**config.mk**
```make
export PLATFORM = sky130hd
export DESIGN_NAME = sram_word_seq
export DESIGN_NICKNAME = d
export VERILOG_FILES = /design/src/rtl/sram_word_seq.sv
export SDC_FILE = /design/constraint.sdc
export NUM_CORES = 1
export LEC_CHECK = 0
export CAP_MARGIN = 30
export CORE_MARGIN = 1.5
export CORE_UTILIZATION = 57
export CTS_CLUSTER_SIZE = 40
export DETAILED_ROUTE_END_ITERATION = 6
export HOLD_SLACK_MARGIN = 0.08
export PLACE_DENSITY = 0.87
export SLEW_MARGIN = 40
export SYNTH_ARGS = -nofsm -noshare
export SYNTH_HDL_FRONTEND = slang
export SYNTH_SLANG_ARGS = --single-unit
```
**constraint.sdc**
```tcl
create_clock -name i_clk -period 4.1 [get_ports i_clk]
set_input_delay 0.615 -clock i_clk [delete_from_list [all_inputs] [get_ports i_clk]]
set_output_delay 0.615 -clock i_clk [all_outputs]
set_load 0.05 [all_outputs]
```
**src/rtl/sram_word_seq.sv**
```systemverilog
// Word-to-byte sequencer for the byte-wide SRAM port: splits 32-bit requests into
// setup/hold byte accesses and reassembles read words.
module sram_word_seq #(
    parameter int HOLD_CYCLES = 2
) (
    input  logic        i_clk,
    input  logic        i_rst_n,
    input  logic        i_req_valid,
    output logic        o_req_ready,
    input  logic        i_req_rw,
    input  logic [18:0] i_req_addr,
    input  logic [31:0] i_req_wdata,
    input  logic [3:0]  i_req_be,
    output logic        o_rsp_valid,
    output logic [31:0] o_rsp_rdata,
    output logic [20:0] o_sram_addr,
    output logic        o_sram_rw,
    output logic [7:0]  o_sram_wdata,
    input  logic [7:0]  i_sram_rdata,
    output logic [1:0]  o_dbg_state
);

    // Handshake: a request transfers on a rising edge where i_req_valid and o_req_ready
    // are both high; o_req_ready is high only while idle, so one request is in flight.

    typedef enum logic [1:0] {IDLE, SETUP, HOLD, DONE} state_t;

    localparam logic [3:0] HOLD_LOAD = 4'(HOLD_CYCLES);

    state_t      state, state_nxt;
    logic        cap_rw;
    logic [18:0] cap_addr;
    logic [31:0] cap_wdata;
    logic [3:0]  pend;
    logic [1:0]  cur_k;
    logic [3:0]  hold_cnt;
    logic [31:0] rd_acc;

    logic        accept;
    logic        hold_last;
    logic [3:0]  req_mask;
    logic [3:0]  src_mask;
    logic [1:0]  next_k;
    logic [18:0] src_addr;
    logic [31:0] src_wdata;
    logic [31:0] rd_merged;

    function automatic logic [1:0] first_byte(input logic [3:0] m);
        if (m[0])      return 2'd0;
        else if (m[1]) return 2'd1;
        else if (m[2]) return 2'd2;
        else           return 2'd3;
    endfunction

    function automatic logic [7:0] byte_of(input logic [31:0] w, input logic [1:0] k);
        case (k)
            2'd0:    return w[7:0];
            2'd1:    return w[15:8];
            2'd2:    return w[23:16];
            default: return w[31:24];
        endcase
    endfunction

    assign accept    = (state == IDLE) && i_req_valid && o_req_ready;
    assign hold_last = (state == HOLD) && (hold_cnt == 4'd1);
    assign req_mask  = i_req_rw ? 4'b1111 : i_req_be;
    // Byte selection comes from the live request when leaving IDLE, else from the
    // bytes still pending for the captured request.
    assign src_mask  = (state == IDLE) ? req_mask    : pend;
    assign src_addr  = (state == IDLE) ? i_req_addr  : cap_addr;
    assign src_wdata = (state == IDLE) ? i_req_wdata : cap_wdata;
    assign next_k    = first_byte(src_mask);
    assign o_dbg_state = state;

    always_comb begin
        rd_merged = rd_acc;
        case (cur_k)
            2'd0:    rd_merged[7:0]   = i_sram_rdata;
            2'd1:    rd_merged[15:8]  = i_sram_rdata;
            2'd2:    rd_merged[23:16] = i_sram_rdata;
            default: rd_merged[31:24] = i_sram_rdata;
        endcase
    end

    always_comb begin
        state_nxt = state;
        case (state)
            IDLE: begin
                if (accept) state_nxt = (req_mask == 4'b0000) ? DONE : SETUP;
            end
            SETUP: state_nxt = HOLD;
            HOLD: begin
                if (hold_cnt == 4'd1) state_nxt = (pend == 4'b0000) ? DONE : SETUP;
            end
            DONE: state_nxt = IDLE;
            default: state_nxt = IDLE;
        endcase
    end

    always_ff @(posedge i_clk or negedge i_rst_n) begin
        if (!i_rst_n) state <= IDLE;
        else          state <= state_nxt;
    end

    always_ff @(posedge i_clk or negedge i_rst_n) begin
        if (!i_rst_n) begin
            cap_rw       <= 1'b1;
            cap_addr     <= '0;
            cap_wdata    <= '0;
            pend         <= '0;
            cur_k        <= '0;
            hold_cnt     <= '0;
            rd_acc       <= '0;
            o_req_ready  <= 1'b1;
            o_rsp_valid  <= 1'b0;
            o_rsp_rdata  <= '0;
            o_sram_addr  <= '0;
            o_sram_rw    <= 1'b1;
            o_sram_wdata <= '0;
        end else begin
            if (accept) begin
                cap_rw    <= i_req_rw;
                cap_addr  <= i_req_addr;
                cap_wdata <= i_req_wdata;
                pend      <= req_mask & (req_mask - 4'd1);
            end
            if (state_nxt == SETUP) begin
                cur_k        <= next_k;
                pend         <= src_mask & (src_mask - 4'd1);
                o_sram_addr  <= {src_addr, next_k};
                o_sram_wdata <= byte_of(src_wdata, next_k);
            end
            if (state == SETUP)     hold_cnt <= HOLD_LOAD;
            else if (state == HOLD) hold_cnt <= hold_cnt - 4'd1;
            if (hold_last && cap_rw) begin
                rd_acc <= rd_merged;
                if (pend == 4'b0000) o_rsp_rdata <= rd_merged;
            end
            o_req_ready <= (state_nxt == IDLE);
            o_rsp_valid <= (state_nxt == DONE);
            // Strobe low only through HOLD of a write; every SETUP re-raises it.
            o_sram_rw   <= !((state_nxt == HOLD) && !cap_rw);
        end
    end

endmodule

```
# Word-level counts from Yosys, hierarchy flattened
# Index checks and enable logic that the tools add are counted.
# totals
reg_bits	160
input_bits	67
output_inout_bits	66
word_cells	68
# classes
add_sub_neg	3
n_eq_ne	11
mux	21
bitwise_logic	2
n_reduce_logical	17
# ops
cell	n
$mux 32	1
$mux 8	4
$mux 4	6
$pmux 8 s3	1
$mux 19	1
$eq 2x2->1 const B	6
$mux 2	6
$sub 4x1->4 const B	3
$and 4x4->4	2
$eq 2x1->1 const B	4
$logic_not 2->1	4
$logic_not 4->1	2
$pmux 2 s4	1
$logic_and 1x1->1	5
$eq 4x1->1 const B	1
$reduce_bool 2->1	2
$reduce_or 3->1	1
$logic_not 1->1	2
$reduce_and 2->1	1
$mux 1	1

# Logic depth before layout (Yosys ltp)
# Gate-level depths: netlist of the first run.
# logic_depth
word_depth	8
ltp_mapped	10
depth_no_buf	7

# Worst setup path after synthesis of the first run
# No wires, ideal clock.
# synth_timing
kind	register -> register
startpoint	register state[1] (netlist: o_dbg_state[1])
endpoint	register o_sram_addr[12]
setup_time_ns	0.125
arrival_time_ns	2.338
t_required_ns	3.975
path_slack_ns	1.638
path_stages_with_launch	9
n_path_buf	2
period_less_slack_ns	2.462
path_cell_list	dfrtp_1 > inv_1 > ha_1 > buf_2 > a311o_2 > a21oi_2 > o21a_2 > buf_6 > mux2_2
# synth_via
elab_chain_len	6
elab_cells_between_ends	11
classes_between	4 x eq/ne; 4 x mux; 3 x reduce/logical
# synth_lines
element	line	source
from (decl)	30	state_t state, state_nxt;
from (signal assigned)	102	else state <= state_nxt;
$logic_not 2->1	64, 70, 87	
$logic_and 1x1->1 (2 in a row)	64	assign accept = (state == IDLE) && i_req_valid && o_req_ready;
$mux 2	89	if (accept) state_nxt = (req_mask == 4'b0000) ? DONE : SETUP;
$pmux 2 s4	87	case (state)
$eq 2x1->1	127	if (state_nxt == SETUP) begin
to (signal assigned)	130	o_sram_addr <= {src_addr, next_k};
to (decl)	16	output logic [20:0] o_sram_addr,
# Several ways; a longest one is shown, not always the timed one.
# A chain may end at the register's enable or synchronous reset.

# Worst setup path after layout of the first run
# layout_timing
startpoint	register state[1] (netlist: o_dbg_state[1])
endpoint	register o_sram_wdata[1]
# layout_via
elab_chain_len	7
elab_cells_between_ends	19
classes_between	6 x eq/ne; 9 x mux; 4 x reduce/logical
# layout_lines
element	line	source
$logic_not 2->1	n/a	
$mux 4	69	assign src_mask = (state == IDLE) ? req_mask : pend;
$mux 1	51	else if (m[2]) return 2'd2;
$mux 2	50	else if (m[1]) return 2'd1;
$mux 2	49	if (m[0]) return 2'd0;
$eq 2x2->1, or another cell as far along	56	case (k)
$pmux 8 s3	56	
to (signal assigned)	131	o_sram_wdata <= byte_of(src_wdata, next_k);
to (decl)	18	output logic [7:0] o_sram_wdata,
# Several ways; a longest one is shown, not always the timed one.

==> results of run 1 <==
[path summary, 6_finish.rpt]
| check | cells after the start | end | from |
|---|---|---|---|
| worst max register to register | 8 | o_sram_wdata[1]$_DFFE_PN0N_ | o_dbg_state[1]$_DFF_PN0_ |
| min in group asynchronous | 2 | o_rsp_rdata[12]$_DFFE_PN0P_ | i_rst_n |
| worst min-delay path | 1 | cap_addr[14]$_DFFE_PN0P_ | cap_addr[14]$_DFFE_PN0P_ |
| max in group asynchronous | 4 | cap_wdata[27]$_DFFE_PN0P_ | i_rst_n |
| worst max-delay path | 8 | o_sram_wdata[1]$_DFFE_PN0N_ | o_dbg_state[1]$_DFF_PN0_ |
| worst min register to register | 1 | cap_addr[14]$_DFFE_PN0P_ | cap_addr[14]$_DFFE_PN0P_ |
[layout make-up]
| cell class | instances | share of cell area |
|---|---|---|
| multi-input cells | 358 | 0.341 |
| flip-flops and latches | 157 | 0.417 |
| repair buffers | 140 | 0.149 |
| well taps | 172 | 0.0228 |
| clock buffers | 23 | 0.0496 |
| inverters | 19 | 0.00756 |
| clock inverters | 8 | 0.0122 |
[Yosys cell counts, drive strengths merged, types with 2 or more instances]
| cell | instances |
|---|---|
| a21oi | 37 |
| nor3 | 3 |
| nand3 | 5 |
| dfstp | 3 |
| a21o | 9 |
| o21ai | 16 |
| nor2 | 42 |
| ha | 6 |
| clkbuf | 13 |
| inv | 19 |
| nor4 | 2 |
| o221a | 8 |
| buf | 18 |
| nand2 | 9 |
| dfrtp | 154 |
| o32ai | 8 |
| mux2 | 132 |
| nand2b | 2 |
| o21a | 2 |
| mux2i | 60 |
| o22ai | 2 |
| or2 | 2 |
[metal layers]
layer,vias up,GRT usage,routed length (um),share of wire
met4,0,0.0948,414,0.026
met5,-,0,0,0
met3,36,0.0731,989,0.061
li1,2290,-,-,-
met1,2453,0.316,6610,0.41
met2,180,0.425,8090,0.50
[sequential cells by signal (all words and copies together) (netlist names)]
register and cells:
o_sram_wdata 8, o_rsp_rdata 32, hold_cnt 4, rd_acc 32, cap_rw 1, o_req_ready 1
o_sram_rw 1, o_sram_addr 21, o_dbg_state 2, pend 3, cap_addr 19, o_rsp_valid 1
cap_wdata 32
[report_power, final]
part | total [mW] | switching [mW] | leakage [nW] | internal [mW]
Sequential | 2.50 | 0.362 | 1.84 | 2.14
Clock | 1.57 | 0.586 | 0.291 | 0.980
Combinational | 3.68 | 2.07 | 1.99 | 1.61
Total | 7.74 | 3.02 | 4.12 | 4.73
[through the flow]
step | instance area [um^2] | power (mW) | utilization | cells | setup WS (ns)
after global routing | 9430 | 8.13 | 0.744 | 877 | 0.763
after detailed placement | 8800 | 6.15 | 0.695 | 844 | 1.03
after floorplan | 7400 | 5.15 | - | 565 | 1.64
after CTS | 9390 | 7.76 | 0.741 | 875 | 1.03
after global placement | 8800 | 6.00 | 0.695 | 844 | 1.17
final | 9430 | 7.74 | 0.744 | 877 | 0.989
[placed cells by master, fill, tap and decap left out, types with 2 or more instances in the layout]
master / n
nor2_1: 35
a21oi_2: 29
o221a_2: 8
dfrtp_1: 154
buf_4: 6
mux2i_1: 60
ha_1: 5
clkinv_2: 5
a21o_1: 9
dfstp_2: 3
o22ai_1: 2
o21ai_0: 16
a21oi_1: 8
nand3_1: 4
clkdlybuf4s50_1: 131
clkbuf_1: 4
mux2_2: 132
clkbuf_8: 2
o32ai_1: 8
nor3_1: 2
bufinv_16: 3
nor2_2: 7
clkbuf_16: 17
inv_1: 19
nand2b_1: 2
nand2_1: 9
[cell families after synthesis]
kind of cell | share of synthesized area
AOI/OAI and AO/OA | 0.0938
adders and majority gates | 0.0101
buffers and inverters | 0.0357
DFF | 0.531
muxes | 0.282
and+or+nand+nor | 0.0473
[what timing repair did]
| item | 4_1_cts | 5_1_grt |
|---|---|---|
| hold buffers | 0 | 1 |
| setup endpoints to repair | 0 | 0 |
| hold endpoints to repair | 0 | 19 |
| setup buffers | 0 | 0 |
==> summary.md, run 1 <==
| Metric | Value |
|---|---|
| Status | `completed` |
| Worst Path Arrival | `3.42 ns` |
| Syn Nets | `638` |
| Routability cong. | `0.904` |
| Rows | `41` |
| Port Buffer Count | `132` |
| Final hold slack | `0.502 ns` |
| CP Launch Type | `flop` |
| Post-synth cell types | `43` |
| Max_cap viols | `0` |
| Number of global-route vias before repair | `5163` |
| Worst VDD drop | `568 uV` |
| Final setup vio count | `0` |
| Primary FF master, synth | `dfrtp_1` |
| Total gr overflow | `0` |
| Initial DRC count | `392` |
| Clock root buffer | `clkbuf_16` |
| P&R area growth vs syn | `27.3%` |
| Num Clock Sinks | `157` |
| Dpl hpwl | `10900 um` |
| Final hold violation count | `0` |
| Area of the core | `0.0127 mm^2` |
| Critical Path RT | `4.41 ns` |
| Drc violations | `0` |
| Nets | `766` |
| Fill cell count | `870` |
| Die outline height | `117 um` |
| Worst-path fanout max | `55` |
| Top delay family on crit path | `compound AO/OA/AOI/OAI gates` |
| Top post-synthesis cells by area | `dfrtp_1 52%, mux2_2 20%, mux2i_1 8.1%, a21oi_2 3.4%, nor2_1 1.8%` |
| FF/Latch Area | `0.00393 mm^2` |
| Largest net degree at the start of global routing | `119` |
| Final worst-path cycle share | `0.759` |
| Fin Setup TNS | `0 ns` |
| CTS buffer count | `17` |
| Critical path type | `flop to flop` |
| Hold Path Class | `flop to flop` |
| Die width | `117 um` |
| Worst-Margin Slew | `0.833 ns` |
| Total Routed Length | `16100 um` |
| Post-Syn Area | `0.00740 mm^2` |
| Seq/Total Area, Yosys | `0.531` |
| DRT Pass-1 Iters | `5` |
| First-pass GRT wire length | `25900 um` |
| Post-synth top area cell | `dfrtp_1` |
| Final min period | `3.11 ns` |
| Vias per cell | `5.65` |
| Post-synth ARST share | `1.00` |
| Max-slew headroom | `0.445` |
| Synth Instances | `565` |
| Ant diodes | `0` |
| Fmax | `0.321 GHz` |
| CTS resizes | `0` |
| Crit path cell chain | `inv_1, ha_2, buf_4, o21ai_0, and3_1, a21o_1, o221a_2, o32ai_1` |
| Multi-input gate area | `0.00322 mm^2` |
| Unrepaired setup endpoints after global routing | `false` |
| Io pins | `133` |
| Static Leak | `4.12 nW` |
| H-tree depth | `4` |
| Post-synth top area share | `0.521` |
| Worst path slowest cell | `buf_4` |
| Final ANT Viol Nets | `0` |
| Max Buffers Root-to-Sink | `2` |
| Post-synthesis average cell area | `13.1 um^2` |
| Initial antenna violation count | `0` |
| Synth warn | `0` |
| Reg clk slew, reported paths | `0.06 ns` |
| Worst skew pair latency | `0.43 ns` |
| Post-synth EDFFs | `0` |
| Reg2Reg Setup Slack | `0.99 ns` |
| Max Slew Vio Count | `0` |
| Share of cells above drive strength 1 | `0.315` |
| Total track usage | `0.254` |
| Die area | `0.0137 mm^2` |
| Buf+Inv Stages, Crit Path | `2` |
| Crit end category | `flop` |
| Via count | `4959` |
| CTS tree | `yes` |
| Register bit total from synthesis | `157` |
| Pwr Density | `821 mW/mm^2` |
| Final setup skew | `0.0101 ns` |
| Max incr delay on CP | `0.64 ns` |
| Wire per inst | `18.4 um` |
| Initial Util | `0.584` |
(Power assumes the default switching activity.)
==> run 2: changes to the inputs <==
--- a/config.mk
+++ b/config.mk
@@ -7,11 +7,11 @@
 export LEC_CHECK = 0
 export CAP_MARGIN = 30
 export CORE_MARGIN = 1.5
-export CORE_UTILIZATION = 57
+export CORE_UTILIZATION = 53
 export CTS_CLUSTER_SIZE = 40
 export DETAILED_ROUTE_END_ITERATION = 6
 export HOLD_SLACK_MARGIN = 0.08
-export PLACE_DENSITY = 0.87
+export PLACE_DENSITY = 0.81
 export SLEW_MARGIN = 40
 export SYNTH_ARGS = -nofsm -noshare
 export SYNTH_HDL_FRONTEND = slang
==> constraint.sdc (replaced) <==
create_clock -name i_clk -period 3.05 [get_ports i_clk]
set_input_delay 0.4575 -clock i_clk [delete_from_list [all_inputs] [get_ports i_clk]]
set_output_delay 0.4575 -clock i_clk [all_outputs]
set_load 0.05 [all_outputs]
==> summary.md, run 2 (synthesis gave the netlist of run 1 again) <==
| Metric | Value |
|---|---|
| Hold Path End | `cap_wdata[13]$_DFFE_PN0P_` |
| Met1 usage | `0.293 (-0.0226)` |
| Static Leak | `4.17 nW (+1.2%)` |
| Rows | `43 (+4.9%)` |
| Routability cong. | `0.843 (-6.7%)` |
| CTS tree | `yes` |
| Hold Path Class | `flop to flop` |
| First-pass GRT wire length | `26700 um (+3.0%)` |
| Seq pwr share | `0.311 (-0.012)` |
| Worst-path fanout max | `22 (-60%)` |
| Die outline height | `121 um (+3.6%)` |
| Crit path cell chain | `inv_1, ha_2, o21ai_0, and3_1, a21o_1, o221a_2, o32ai_1` |
| Drc violations | `0 (unchanged)` |
| Clk pwr share | `0.220 (+0.018)` |
| Area after DPL | `0.00888 mm^2 (+0.81%)` |
| Pwr Density | `1120 mW/mm^2 (+36%)` |
| Num Clock Sinks | `157 (unchanged)` |
| Worst skew pair latency | `0.43 ns (about the same)` |
| Total Routed Length | `16000 um (-0.73%)` |
| Max incr delay on CP | `0.54 ns (-0.10 ns)` |
| Dpl cells | `859 (+1.8%)` |
| Total track usage | `0.237 (-0.0170)` |
| FF-to-FF path depth | `7 (-1)` |
| Gr busiest metal | `met2` |
| Hold Path Origin | `cap_wdata[13]$_DFFE_PN0P_` |
| Combinational Power Share | `0.468 (-0.007)` |
| Pre-CTS setup slack | `0.157 ns (-0.876 ns)` |
| Number of global-route vias before repair | `5327 (+3.2%)` |
| Reg clk slew, reported paths | `0.06 ns (about the same)` |
| P_sw | `4.11 mW (+36%)` |
| DRT Pass-1 Iters | `4 (-1)` |
| Reg2Reg Setup Slack | `0.30 ns (-0.68 ns)` |
| Final setup vio count | `0 (unchanged)` |
| Critical path type | `flop to flop` |
| Ant diodes | `0 (unchanged)` |
| Worst path slowest cell | `ha_2` |
| Largest regs | `cap_wdata: 32 flops, o_rsp_rdata: 32 flops, rd_acc: 32 flops` |
| Final min period | `2.75 ns (-0.366 ns)` |
| Die width | `121 um (+3.6%)` |
| Worst reg2reg path endpoint | `o_sram_wdata[2]$_DFFE_PN0N_` |
| Final worst slack | `0.305 ns (-0.684 ns)` |
| CP Launch Type | `flop` |
| Reg-to-reg startpoint | `o_dbg_state[1]$_DFF_PN0_` |
| Largest net degree at the start of global routing | `72 (-39%)` |
| Int Pwr | `6.58 mW (+39%)` |
| Io pins | `133 (unchanged)` |
| Dpl hpwl | `11300 um (+3.3%)` |
| Power Total | `10.7 mW (+38%)` |
| Post-CTS Setup Repair Bufs | `0 (unchanged)` |
| Commonest non-fill, non-tap cell in the layout | `dfrtp_1` |
| Initial Util | `0.538 (-0.0468)` |
| Hold path cells | `1 (unchanged)` |
| Max-slew headroom | `0.564 (+0.119)` |
| Initial DRC count | `380 (-3.1%)` |
| Cell area after layout | `0.00956 mm^2 (+1.4%)` |
| Vias per cell | `5.54 (-2.1%)` |
| Final ANT Viol Nets | `0 (unchanged)` |
| Met3 GRT Util | `0.0550 (-0.0181)` |
| Crit end category | `flop` |
| Area of the core | `0.0138 mm^2 (+8.7%)` |
| Via count | `4939 (-0.40%)` |
| Worst VDD drop | `738 uV (+30%)` |
| Met2 Use GR | `0.398 (-0.0269)` |
| Critical Path RT | `3.37 ns (-1.04 ns)` |
| Worst-Margin Slew | `0.655 ns (-0.178 ns)` |
| Max_cap viols | `0 (unchanged)` |
| Final hold violation count | `0 (unchanged)` |
| Clock root buffer | `clkbuf_16` |
| Max Slew Vio Count | `0 (unchanged)` |
| H-tree depth | `4 (unchanged)` |
| CTS Hold Buffers Added | `1 (+1)` |
| Total gr overflow | `0 (unchanged)` |
| Fin Setup TNS | `0 ns (unchanged)` |
| Die area | `0.0147 mm^2 (+7.4%)` |
| Wire per inst | `17.9 um (-2.4%)` |
| Port Buffer Count | `132 (unchanged)` |
| CTS buffer count | `17 (unchanged)` |
| Commonest non-fill, non-tap cells in the layout | `154 x dfrtp_1, 132 x mux2_2, 131 x clkdlybuf4s50_1` |
| Max Buffers Root-to-Sink | `2 (unchanged)` |
| Final worst-path cycle share | `0.900 (+0.141)` |
| Fin util | `0.694 (-0.0498)` |
| Initial antenna violation count | `0 (unchanged)` |
| Fmax | `0.364 GHz (+13%)` |
| Final setup skew | `0.00729 ns (-0.00283 ns)` |
| Worst Path Arrival | `3.07 ns (-0.35 ns)` |
| Final hold slack | `0.502 ns (+0.000129 ns)` |
| Nets | `772 (+0.78%)` |
| Net Sw Frac | `0.384 (-0.00503)` |
| Unrepaired setup endpoints after global routing | `false` |
| Share of cells above drive strength 1 | `0.327 (+0.0124)` |
| Status | `completed` |
| CTS resizes | `0 (unchanged)` |
| P&R area growth vs syn | `29.2%` |
| Non-Filler Instances | `892 (+1.7%)` |
## run 2: changes by cell type in the layout (fill, tap and decap cells not counted), sizes merged
cell,delta
clkinvlp,+2
clkbuf,-4
bufinv,+2
buf,+6
clkinv,+1
## run 2: worst max-delay path by stage
stage                             start                           to  slack [ns]
6_report       o_dbg_state[1]$_DFF_PN0_  o_sram_wdata[2]$_DFFE_PN0N_        0.30
5_1_grt        o_dbg_state[1]$_DFF_PN0_  o_sram_wdata[2]$_DFFE_PN0N_        0.07
4_1_cts         hold_cnt[1]$_DFFE_PN0P_  o_sram_addr[20]$_DFFE_PN0N_        0.14
3_5_place_dp    hold_cnt[1]$_DFFE_PN0P_  o_sram_addr[20]$_DFFE_PN0N_        0.16
3_3_place_gp    hold_cnt[1]$_DFFE_PN0P_   o_sram_addr[9]$_DFFE_PN0N_        0.29
2_1_floorplan  o_dbg_state[1]$_DFF_PN0_  o_sram_addr[12]$_DFFE_PN0N_        0.59
## run 2: layout make-up
class	instances	area [um^2]
Multi-Input combinational cell	358	3220
Inverter	19	71.3
Fill cell	1030	4210
Sequential cell	157	3930
Timing Repair Buffer	146	1440
Tap cell	180	225
Clock inverter	13	214
Clock buffer	19	453
## run 2: critical path: cells and delay by family (launching register included)
kind / cells / cell delay [ns]
DFF: 1 / 0.41
buffers and inverters: 1 / 0.13
AOI/OAI and AO/OA: 4 / 1.17
and+or+nand+nor: 1 / 0.38
adders and majority gates: 1 / 0.54
## run 2: power by group through the flow
stage               clock network (mW)  registers [mW]  logic (mW)
floorplan                            0            4.30        2.62
global placement                     0            3.32        4.83
detailed placement                   0            3.36        5.00
CTS                               2.38            3.33        5.02
global route                      2.46            3.44        5.36
finish                            2.36            3.33        5.01
## run 2: metal layers
layer  vias to the layer above  part of all wire
met5                         -                 0
met4                         0             0.028
met3                        29             0.053
met2                       155              0.50
met1                      2445              0.42
li1                       2310                 -
==> run 3: changes to the inputs <==
==> constraint.sdc (replaced) <==
create_clock -name i_clk -period 3.05 [get_ports i_clk]
set_input_delay 0.4575 -clock i_clk [delete_from_list [all_inputs] [get_ports i_clk]]
set_output_delay 0.4575 -clock i_clk [all_outputs]
set_load 0.01 [all_outputs]
==> results of run 3 <==
The final DEF is identical to that of run 2. Status: completed.
Among the figures that moved: total power 10.7 mW -> 9.75 mW; worst IR drop on VDD 738 uV -> 566 uV
